--- src/rtl/route_pkg.sv ---
// rtl/route_pkg.sv - shared destination codes and FSM state encoding for route_arbiter
package route_pkg;

  localparam logic [1:0] DEST_SELF  = 2'b01;
  localparam logic [1:0] DEST_LEFT  = 2'b00;
  localparam logic [1:0] DEST_RIGHT = 2'b10;
  localparam logic [1:0] DEST_BAD   = 2'b11;

  typedef enum logic [1:0] {
    IDLE = 2'd0,
    SEND = 2'd1,
    DROP = 2'd2
  } state_t;

endpackage

--- src/rtl/rr_pick3.sv ---
// rtl/rr_pick3.sv - combinational three-way round-robin pick starting after the last winner
module rr_pick3 (
  input  logic [2:0] req,
  input  logic [1:0] last,
  output logic [2:0] win_onehot,
  output logic [1:0] win_idx
);

  // Walk the rotation from lowest to highest priority so the highest-priority requester overrides
  always_comb begin
    win_onehot = 3'b000;
    win_idx    = 2'd0;
    for (int k = 3; k >= 1; k--) begin
      int i;
      i = (int'(last) + k) % 3;
      if (req[i]) begin
        win_onehot    = 3'b000;
        win_onehot[i] = 1'b1;
        win_idx       = 2'(i);
      end
    end
  end

endmodule

--- src/rtl/route_arbiter.sv ---
// rtl/route_arbiter.sv - round-robin arbiter and sequencer for the shared master_spi instruction path
module route_arbiter
  import route_pkg::*;
#(
  parameter int WIDTH = 32,
  parameter int CNT_W = 16
) (
  input  logic                 clk,
  input  logic                 rst_n,
  input  logic [2:0]           req,
  input  logic [3*WIDTH-1:0]   req_instr,
  input  logic [5:0]           req_dest,
  output logic [2:0]           gnt,
  output logic                 out_valid,
  output logic [WIDTH-1:0]     out_instr,
  output logic [1:0]           out_dest,
  input  logic                 out_ready,
  output logic                 drop_err,
  output logic                 busy,
  output logic [CNT_W-1:0]     cnt_self,
  output logic [CNT_W-1:0]     cnt_left,
  output logic [CNT_W-1:0]     cnt_right
);

  state_t             state, state_nxt;
  logic [1:0]         last;
  logic [2:0]         win_oh;
  logic [1:0]         win_idx;
  logic [WIDTH-1:0]   sel_instr;
  logic [1:0]         sel_dest;
  logic               arb_fire;

  rr_pick3 u_pick (
    .req        (req),
    .last       (last),
    .win_onehot (win_oh),
    .win_idx    (win_idx)
  );

  assign arb_fire = (state == IDLE) && (req != 3'b000);

  // Steer the winning requester's instruction and destination onto the latch inputs
  always_comb begin
    sel_instr = req_instr[0 +: WIDTH];
    sel_dest  = req_dest[1:0];
    case (win_idx)
      2'd1: begin
        sel_instr = req_instr[WIDTH +: WIDTH];
        sel_dest  = req_dest[3:2];
      end
      2'd2: begin
        sel_instr = req_instr[2*WIDTH +: WIDTH];
        sel_dest  = req_dest[5:4];
      end
      default: ;
    endcase
  end

  // State register
  always_ff @(posedge clk or negedge rst_n) begin
    if (!rst_n) state <= IDLE;
    else        state <= state_nxt;
  end

  // Next state: an illegal destination costs one DROP cycle, everything else waits in SEND for ready
  always_comb begin
    state_nxt = state;
    case (state)
      IDLE: if (arb_fire) state_nxt = (sel_dest == DEST_BAD) ? DROP : SEND;
      SEND: if (out_ready) state_nxt = IDLE;
      DROP: state_nxt = IDLE;
      default: state_nxt = IDLE;
    endcase
  end

  // Status outputs decode straight from the state register, so they carry no input path
  assign out_valid = (state == SEND);
  assign drop_err  = (state == DROP);
  assign busy      = (state != IDLE);

  // Grant pulse, winner latch and round-robin pointer
  always_ff @(posedge clk or negedge rst_n) begin
    if (!rst_n) begin
      gnt       <= 3'b000;
      last      <= 2'd2;
      out_instr <= '0;
      out_dest  <= 2'b00;
    end else begin
      gnt <= 3'b000;
      if (arb_fire) begin
        gnt       <= win_oh;
        last      <= win_idx;
        out_instr <= sel_instr;
        out_dest  <= sel_dest;
      end
    end
  end

  // Per-destination completed-transfer counters, bumped on the accepting edge
  always_ff @(posedge clk or negedge rst_n) begin
    if (!rst_n) begin
      cnt_self  <= '0;
      cnt_left  <= '0;
      cnt_right <= '0;
    end else if ((state == SEND) && out_ready) begin
      case (out_dest)
        DEST_SELF:  cnt_self  <= cnt_self  + CNT_W'(1);
        DEST_LEFT:  cnt_left  <= cnt_left  + CNT_W'(1);
        DEST_RIGHT: cnt_right <= cnt_right + CNT_W'(1);
        default: ;
      endcase
    end
  end

endmodule
--- config.mk ---
export PLATFORM = sky130hd
export DESIGN_NAME = route_arbiter
export DESIGN_NICKNAME = d
export VERILOG_FILES = /design/src/rtl/route_pkg.sv /design/src/rtl/rr_pick3.sv /design/src/rtl/route_arbiter.sv
export SDC_FILE = /design/constraint.sdc
export NUM_CORES = 1
export LEC_CHECK = 0
export BUFFER_PORTS_ARGS = -buffer_cell sky130_fd_sc_hd__buf_2
export CORE_UTILIZATION = 43
export DETAILED_ROUTE_END_ITERATION = 7
export GPL_TIMING_DRIVEN = 1
export PLACE_DENSITY = 0.76
export REMOVE_ABC_BUFFERS = 1
export SLEW_MARGIN = 25
export SYNTH_ARGS = -nofsm -noshare
export SYNTH_HDL_FRONTEND = slang
export SYNTH_SLANG_ARGS = --single-unit
--- constraint.sdc ---
create_clock -name clk -period 2.52 [get_ports clk]
set_input_delay 0.252 -clock clk [delete_from_list [all_inputs] [get_ports clk]]
set_output_delay 0.252 -clock clk [all_outputs]
set_load 0.05 [all_outputs]
==> flow_metrics.py <==
metrics = {
    "floorplan": {
        "die_area_um2": 10900,
        "chipHeight_um": 105,
        "dieWidth_um": 105,
        "core_um2": 10300,
        "io_pins": 196,
        "initial_core_util": 0.440,
        "num_rows": 37,
    },
    "synthesis": {
        "synthXorXnorAreaFrac": 0.0872,
        "yosys.area_share.simple": 0.164,
        "synth_compound_area_frac": 0.176,
        "synth_top_area_frac": 0.487,
        "synth_fa_ha_area_frac": 0.0249,
        "synth_area_leader_cell": "dfrtp_1",
        "synth.area.top_cells": "dfrtp_1 (49%), o21ai_0 (8.0%), a221o_1 (7.5%)",
        "synth_top_family_by_area": "compound AO/OA/AOI/OAI gates",
        "yosysMostFrequentCell": "dfrtp_1",
        "yosys_most_used_dff": "dfrtp_1",
        "synth_commonest_cells": "dfrtp_1 (88), o21ai_0 (72), nand2_1 (52), a221o_1 (34), xnor2_1 (30)",
        "yosysSeqAreaShare": 0.493,
        "synth_edf_count": 0,
        "synthCells": 446,
        "yosys_register_bits": 89,
        "ys_async_sr_fraction": 1.00,
        "muxShareOfSynthArea": 0.0210,
        "synth_area_per_cell_um2": 10.1,
        "synth_warnings": 0,
        "ys_types": 43,
        "syn_area_um2": 4520,
    },
    "worst_setup_path": {
        "cpLargestDelayFamily": "compound AO/OA/AOI/OAI gates",
        "crit_top_cell": "o21a_1",
        "cp_data_arrival_time_ns": 2.78,
        "cp.required_ns": 2.76,
        "crit_path_end_kind": "flop",
        "cpPeakStageDelay_ns": 0.58,
        "worst-setup-path-type": "reg2reg",
        "crit_slowest_cell": "dfstp_2",
        "path_buf_inv": 2,
        "critPathLaunchType": "flop",
        "timing.critical_path.cells": "inv_2 -> ha_4 -> nor2b_4 -> o21a_1 -> o21a_1 -> o21a_1 -> ha_4 -> clkbuf_16 -> a221o_1 -> o21ai_2 -> o21ai_1",
        "crit_fanout": 7,
    },
    "grt": {
        "grt_usage": 0.235,
        "grt_pass1_wl_um": 20400,
        "busiest_layer": "met2",
        "grt_overflow": 0,
        "met1_usage": 0.288,
        "grt_pass1_vias": 4140,
        "grt.met2_usage": 0.405,
        "grt_max_degree": 47,
        "antenna_found_initial": 0,
        "met3_usage": 0.0652,
    },
    "power": {
        "swShare": 0.489,
        "power_density_nw_per_um2": 1540,
        "ir_worst_vdd_uv": 1040,
        "clkPwrFrac": 0.115,
        "power_leakage_nw": 3.11,
        "p_comb_frac": 0.656,
        "seqPwrFrac": 0.229,
        "p_sw_mw": 4.68,
        "internal-power_mw": 4.89,
    },
    "clocking": {
        "h-tree-depth": 3,
        "cts_tree": "yes",
        "clk_pin_slew_ns": 0.10,
        "worstSkewPairLatency_ns": 0.36,
        "numCtsBuffers": 9,
        "clkSinkCount": 89,
        "clk_path_buf_depth": 2,
        "clk_root_buffer_cell": "clkbuf_8",
    },
    "route": {
        "antenna_left": 0,
        "drt_drc_violations_left": 0,
        "firstDrtPassIters": 4,
        "wire_per_inst_um": 16.0,
        "wl_um": 12700,
        "vias": 4224,
        "drt_iter0_drc": 199,
        "via_per_inst": 5.34,
    },
    "status": {
        "violations": "negative setup slack",
        "status": "finished with violations",
    },
    "finish": {
        "multiInputGateArea_um2": 2250,
        "post-route-cell-area_um2": 6200,
        "area_growth_pct": 37.1,
        "num_antenna_cells": 0,
        "n_fill_cell": 925,
        "final_nets": 767,
        "fin_util": 0.603,
        "drive_gt1_frac": 0.405,
        "regArea_um2": 2230,
    },
    "timing": {
        "worstMarginPinSlew_ns": 0.606,
        "timing.setup.tns_ns": -0.0898,
        "finalSetupViolCount": 10,
        "final.setup.worst_slack_ns": -0.0208,
        "hold_viol_final": 0,
        "fmax_mhz": 394,
        "hold-worst-slack_ns": 0.151,
        "fin_crit_ns": 2.54,
        "finalMaxSlewViolations": 0,
        "rsz0062_at_grt": "yes",
        "finClkSkew_ns": 0.0146,
        "finalCritPeriodShare": 1.01,
        "maxSlewHeadroom": 0.596,
    },
    "placed_design": {
        "placed_area_um2": 5770,
        "io_buffers": 195,
        "place_ws_ns": -0.198,
        "dp_hpwl_um": 9080,
        "finalWeightedCongestion": 0.828,
    },
    "worst_hold_path": {
        "worstHoldPathType": "in2reg",
    },
    "run": {
        "drv_cap": 0,
    },
}
[state kept, by name, indices dropped and copies added (netlist names)]
signal and flops:
out_instr 32, cnt_left 16, cnt_right 16, cnt_self 16, gnt 3, last 2
out_dest 2, state 2
[power groups by stage]
stage / clock [mW] / sequential, mW / combinational (mW)
3_5_place_dp: 0 / 2.20 / 5.46
5_1_grt: 1.20 / 2.25 / 6.74
4_1_cts: 1.13 / 2.19 / 5.82
6_report: 1.10 / 2.19 / 6.28
3_3_place_gp: 0 / 2.18 / 5.29
2_1_floorplan: 0 / 3.44 / 2.45
[cells in the final DEF (no fill, tap or decap), types with 4 or more instances in the layout]
cell / count
and4_1: 8
mux2_2: 4
and2_1: 5
o21ai_2: 4
ha_4: 4
nand4_1: 8
a221o_1: 34
xor2_1: 15
buf_2: 194
nand3_1: 18
buf_12: 5
xnor2_1: 30
o21ai_0: 12
and3_1: 5
nand2_1: 52
o21ai_1: 56
buf_4: 17
clkbuf_8: 9
nor2_1: 13
inv_1: 9
nor3_1: 4
o21a_1: 4
nor2b_1: 6
mux2i_1: 5
dfrtp_1: 88
[metal layers]
metal	wire length [um]	up-vias
li1	-	2025
met1	5190	2021
met2	6380	165
met3	942	13
met4	150	0
met5	0	-
[worst paths after layout]
kind                       depth (start not counted)            end     startpoint  slack (ns)
max                                               11   out_instr[1]        last[1]       -0.02
min                                                3   out_instr[0]   req_instr[0]        0.15
max reg2reg                                       11   out_instr[1]        last[1]       -0.02
min reg2reg                                        1  cnt_right[15]  cnt_right[15]        0.47
max in group asynchronous                          3   out_instr[5]          rst_n        1.42
min in group asynchronous                          2   cnt_self[13]          rst_n        0.44
[kinds of logic (layout without fill, tap and decap cells)]
| group | count (synthesis) | count (layout) |
|---|---|---|
| buffers and inverters | 38 | 247 |
| xor gates and xnor gates | 45 | 45 |
| adders and majority gates | 9 | 9 |
| DFF | 89 | 89 |
| AOI/OAI and AO/OA | 118 | 118 |
| and+or+nand+nor | 138 | 138 |
| muxes | 9 | 9 |
[what timing repair did]
action                                 in CTS  in global routing
cloned                                      1                  1
buffers inserted                            2                  1
hold buffers                                1                  0
gates resized for setup                    24                 62
setup endpoints to repair                  36                 36
endpoints found under the hold margin      42                  0
pin swaps                                   6                 28
[worst reg2reg max path: stages (launching register included)]
cell,delay (ns)
dfstp_2,0.58
inv_2,0.07
ha_4,0.16
nor2b_4,0.13
o21a_1,0.18
o21a_1,0.21
o21a_1,0.22
ha_4,0.22
clkbuf_16,0.18
a221o_1,0.35
o21ai_2,0.06
o21ai_1,0.07
[area by class of cell]
class,instances,area share
multi-input combinational,319,0.364
sequential,89,0.360
timing repair buffer,221,0.207
tap,136,0.0275
clock buffer,9,0.0200
clock inverter,7,0.0160
inverter,10,0.00606
[metrics by stage]
stage               power, mW  std cells
finish                   9.57        791
CTS                      9.13        789
detailed placement       7.66        769
global placement         7.47        769
global route             10.2        791
floorplan                5.88        418
Note: power is estimated with default switching activity, not from simulation.
